File: src/rtl/fetch_unit_v3.sv
// fetch_unit_v3: holds the PC, fetches over a variable-latency req/ack port,
// presents the instruction and decode slices, and sequences the PC on retire.
module fetch_unit_v3 #(
    parameter logic [31:0] RESET_PC  = 32'h0000_0000,
    parameter int unsigned MAX_WAIT  = 16,
    parameter logic [31:0] NOP_INSTR = 32'h0000_0013
) (
    input  logic        clk,
    input  logic        reset,
    output logic        imem_req,
    output logic [31:0] imem_addr,
    input  logic        imem_ack,
    input  logic [31:0] imem_rdata,
    input  logic        stall,
    input  logic        pc_src,
    input  logic [31:0] imm_ext,
    output logic [31:0] instr,
    output logic [6:0]  opcode,
    output logic [2:0]  funct3,
    output logic        funct7_5,
    output logic [31:0] pc,
    output logic [31:0] pc_plus4,
    output logic        instr_valid,
    output logic        fault,
    output logic [1:0]  fault_code,
    output logic [31:0] instret
);
    typedef enum logic [1:0] {
        IDLE  = 2'd0,
        FETCH = 2'd1,
        EXEC  = 2'd2,
        FAULT = 2'd3
    } state_e;

    localparam logic [1:0]  FC_NONE     = 2'b00;
    localparam logic [1:0]  FC_MISALIGN = 2'b01;
    localparam logic [1:0]  FC_TIMEOUT  = 2'b10;
    localparam logic [31:0] WAIT_LIMIT  = 32'(MAX_WAIT);

    state_e      state_q, state_d;
    logic [31:0] pc_q, pc_d;
    logic [31:0] ir_q, ir_d;
    logic [31:0] instret_q, instret_d;
    logic [31:0] wait_q, wait_d;
    logic [1:0]  fault_code_q, fault_code_d;
    logic        valid_q, valid_d;
    logic [31:0] pc_next;

    // Retire target; only consumed on a non-stalled EXEC edge.
    assign pc_next = pc_src ? (pc_q + imm_ext) : (pc_q + 32'd4);

    // Next-state and datapath update for the fetch sequencer.
    always_comb begin
        state_d      = state_q;
        pc_d         = pc_q;
        ir_d         = ir_q;
        instret_d    = instret_q;
        wait_d       = wait_q;
        fault_code_d = fault_code_q;
        valid_d      = valid_q;
        case (state_q)
            IDLE: begin
                if (pc_q[1:0] != 2'b00) begin
                    state_d      = FAULT;
                    fault_code_d = FC_MISALIGN;
                end else begin
                    state_d = FETCH;
                end
            end
            FETCH: begin
                if (imem_ack) begin
                    ir_d    = imem_rdata;
                    valid_d = 1'b1;
                    state_d = EXEC;
                end else if ((wait_q + 32'd1) >= WAIT_LIMIT) begin
                    wait_d       = wait_q + 32'd1;
                    state_d      = FAULT;
                    fault_code_d = FC_TIMEOUT;
                end else begin
                    wait_d = wait_q + 32'd1;
                end
            end
            EXEC: begin
                if (!stall) begin
                    // The faulting target is still committed so it stays observable on pc.
                    pc_d      = pc_next;
                    instret_d = instret_q + 32'd1;
                    valid_d   = 1'b0;
                    wait_d    = 32'd0;
                    if (pc_next[1:0] != 2'b00) begin
                        state_d      = FAULT;
                        fault_code_d = FC_MISALIGN;
                    end else begin
                        state_d = FETCH;
                    end
                end else begin
                    state_d = EXEC;
                end
            end
            FAULT: begin
                valid_d = 1'b0;
                state_d = FAULT;
            end
            default: begin
                state_d = IDLE;
                valid_d = 1'b0;
            end
        endcase
    end

    // State and datapath registers with synchronous active-high reset.
    always_ff @(posedge clk) begin
        if (reset) begin
            state_q      <= IDLE;
            pc_q         <= RESET_PC;
            ir_q         <= NOP_INSTR;
            instret_q    <= 32'd0;
            wait_q       <= 32'd0;
            fault_code_q <= FC_NONE;
            valid_q      <= 1'b0;
        end else begin
            state_q      <= state_d;
            pc_q         <= pc_d;
            ir_q         <= ir_d;
            instret_q    <= instret_d;
            wait_q       <= wait_d;
            fault_code_q <= fault_code_d;
            valid_q      <= valid_d;
        end
    end

    assign imem_req    = (state_q == FETCH);
    assign imem_addr   = pc_q;
    assign instr_valid = valid_q;
    assign instr       = valid_q ? ir_q : NOP_INSTR;
    assign opcode      = instr[6:0];
    assign funct3      = instr[14:12];
    assign funct7_5    = instr[30];
    assign pc          = pc_q;
    assign pc_plus4    = pc_q + 32'd4;
    assign fault       = (state_q == FAULT);
    assign fault_code  = fault_code_q;
    assign instret     = instret_q;

endmodule

File: config.mk
export PLATFORM = sky130hd
export DESIGN_NAME = fetch_unit_v3
export DESIGN_NICKNAME = d
export VERILOG_FILES = /design/src/rtl/fetch_unit_v3.sv
export SDC_FILE = /design/constraint.sdc
export NUM_CORES = 1
export LEC_CHECK = 0
export BUFFER_PORTS_ARGS = -buffer_cell sky130_fd_sc_hd__buf_2
export CAP_MARGIN = 40
export CORE_UTILIZATION = 54
export DETAILED_ROUTE_END_ITERATION = 6
export GPL_TIMING_DRIVEN = 0
export HOLD_SLACK_MARGIN = 0.08
export PLACE_DENSITY = 0.83
export REMOVE_ABC_BUFFERS = 1
export SYNTH_ARGS = -nofsm -noshare
export SYNTH_HDL_FRONTEND = slang
export SYNTH_SLANG_ARGS = --single-unit
File: constraint.sdc
create_clock -name clk -period 3.7 [get_ports clk]
set_clock_uncertainty 0.2 [all_clocks]
set_input_delay 0.555 -clock clk [delete_from_list [all_inputs] [get_ports clk]]
set_output_delay 0.555 -clock clk [all_outputs]
set_load 0.005 [all_outputs]
==> results.cfg <==
[route]
via_per_inst = 5.89
wl_per_cell_um = 15.2
drt_wl_total_um = 25300
vias = 9791
drc = 0
ant_nets = 0
drt-pass1-iter-count = 5
drtIter0Drc = 615

[setup_path]
r2r_cells = 11
rrSetupSlack_ns = 0.25
crit_path_end = pc_plus4[26]
startpoint = imem_addr[2]$_SDFFE_PP0P_
crit-reg2reg-launch = imem_addr[0]$_SDFFE_PP0P_
rr_endpoint = imem_addr[12]$_SDFFE_PP0P_
path_max_fanout = 9
cp.arrival_ns = 2.77
critPathKind = reg -> out
critical_path_required_ns = 2.94
cp-start-kind = flip-flop
cp-end-kind = output pin

[synthesis]
syn_area_per_cell_um2 = 7.48
ys.flop_type = dfxtp_1
synth_warnings = 0
syn-cell-area_mm2 = 0.00948
synth_seq_cells = 133
synthCells = 1267
synth_cell_types = 79
netlist_top_cells_area = dfxtp_1 (28%), a21oi_1 (6.2%), nand2_1 (6.0%)
synth_edf_count = 0
yosysSeqAreaShare = 0.281
yosysTopAreaCellShare = 0.281
async_reset_ff_frac = 0
synth.largest_area_cell = dfxtp_1

[cts]
ctsHoldBuffers = 0
cts.sinks = 133
path_clk_slew_ns = 0.06
cts.path.max_buffers = 2
postCtsSetupBuffers = 0
htreeDepth = 4
cts_tree = done
cts_made_buffers = 17
clock_latency_ns = 0.43
clock-root-buffer = clkbuf_16

[global_routing]
grt_pass1_wl_um = 41100
antenna_found_initial = 1
grt_max_degree = 86
overflow = 0
grt_pass1_vias = 8845
grt_use_total = 0.276

[floorplan]
core_area_mm2 = 0.0172
initial_core_util = 0.550
die_w_um = 135
ios = 245
die_h_um = 135
rows = 48
die_area_mm2 = 0.0181

[layout]
multi_input_area_mm2 = 0.00613
nets = 1532
postLayoutCellArea_mm2 = 0.0111
regArea_mm2 = 0.00266
num-fill-cells = 1509
drive_gt1_frac = 0.227
syn2layout_area_growth_pct = 17.6
final_cells = 1662

[timing]
tns_ns = 0
slew_violations = 0
whs_ns = 0.146
slew_headroom = 0.369
setup_viol_count_final = 0
min_period_ns = 3.52
tightestPinTransition_ns = 0.946
period_share = 0.952
rsz0062_at_grt = false
fmaxAchievable_ghz = 0.284
hold_viol = 0

[pwr]
p_per_area_mw_per_mm2 = 435
p_leak_nw = 4.82
fin_total_pwr_w = 0.00485
ir_drop_mv = 0.362

[flow_run]
cap_violations = 0

[placement]
place_area_mm2 = 0.0105
dp_cells = 1629
routabilityCongestion = 0.914
dp_hpwl_um = 18200
numPortBuffers = 244

[min_path]
hold_class = in -> reg

[run_status]
status = completed
synth_stat cells (all sizes together) (9+ instances only):
master / number
nor3: 33
xor2: 41
and2: 37
or4: 9
nand4: 31
o21ai: 82
a31oi: 15
mux2i: 9
a21o: 13
nand2b: 15
xnor2: 38
clkbuf: 54
a21oi: 119
nor4: 12
nand2: 151
buf: 62
and3: 20
and4: 16
inv: 24
or2: 10
nand3: 46
nor2: 120
or3: 21
a211oi: 18
dfxtp: 133
ha: 39
report_power, final:
| part | switching (W) | internal (W) |
|---|---|---|
| Clock | 0.000764 | 0.000900 |
| Sequential | 0.000147 | 0.00155 |
| Combinational | 0.000880 | 0.000604 |
| Total | 0.00179 | 0.00306 |
cell type report:
class,instances,area share
diodes,1,0.000224
clock buffers,17,0.0382
clock inverters,15,0.0136
inverters,24,0.00808
multi-input cells,994,0.550
flip-flops and latches,133,0.239
well taps,225,0.0252
repair buffers,253,0.126
stage by stage:
| step | utilization | worst slack (ns) |
|---|---|---|
| 6_report | 0.647 | 0.179 |
| 5_1_grt | 0.647 | 0.0147 |
| 4_1_cts | 0.645 | 0.00935 |
| 3_5_place_dp | 0.612 | -0.143 |
| 3_3_place_gp | 0.601 | -1.38 |
| 2_1_floorplan | - | 0.0487 |
what timing repair did:
| action | CTS | global route |
|---|---|---|
| setup endpoints to repair | 4 | 16 |
| pin swaps | 0 | 0 |
| resized for setup | 1 | 6 |
cells by family after synthesis:
kind of cell             after synthesis  share of synthesized area
flip-flops                           133                      0.281
AO/OA/AOI/OAI                        314                      0.200
AND/OR/NAND/NOR                      550                      0.306
multiplexers                          11                     0.0119
XOR/XNOR                              79                     0.0730
adder cells (fa/ha/maj)               40                     0.0536
buffers and inverters                140                     0.0755
worst min path at each step:
stage                                startpoint               endpoint  slack (ns)  depth (start not counted)
after floorplan           ir_q[10]$_SDFFE_PP0P_  ir_q[10]$_SDFFE_PP0P_        0.23                          2
after global placement    ir_q[10]$_SDFFE_PP0P_  ir_q[10]$_SDFFE_PP0P_        0.24                          2
after detailed placement  ir_q[29]$_SDFFE_PP0P_  ir_q[29]$_SDFFE_PP0P_        0.24                          2
after CTS                         imem_rdata[0]   ir_q[0]$_SDFFE_PP1P_        0.13                          3
after global routing             imem_rdata[29]  ir_q[29]$_SDFFE_PP0P_        0.14                          3
final                             imem_rdata[0]   ir_q[0]$_SDFFE_PP1P_        0.15                          3
critical path: stages, from the launching register on:
cell and delay [ns]:
dfxtp_1 0.50, ha_1 0.29, nand3_1 0.17, nor2_1 0.27, and2_1 0.25, and2b_1 0.29, nand4_1 0.15, xnor2_1 0.25
buf_2 0.16
layout by cell type, fill, tap and decap left out, types with 17 or more instances in the layout:
master | netlist | layout
a211oi_1 | 18 | 18
and2_1 | 37 | 37
inv_1 | 24 | 24
xnor2_1 | 38 | 38
nand2_1 | 151 | 151
or3_1 | 21 | 21
nand3_1 | 43 | 42
nor2_1 | 119 | 117
dfxtp_1 | 133 | 133
a21oi_1 | 117 | 117
xor2_1 | 41 | 41
nand4_1 | 29 | 29
buf_2 | 9 | 243
o21ai_0 | 78 | 78
nor3_1 | 29 | 29
ha_1 | 39 | 38
clkbuf_16 | 0 | 17
and3_1 | 18 | 18
state kept, by name, summed over array words and instances, names as in the netlist:
name and cells:
fault_code 2, ir_q 32, imem_addr 32, instret 32, instr_valid 1, wait_q 32
state_q 2
layer usage:
layer  global-route usage  part of all wire
met5                    0                 0
met4                0.125             0.028
met3               0.0548             0.066
met2                0.479              0.49
met1                0.329              0.42
(Power assumes the default switching activity.)
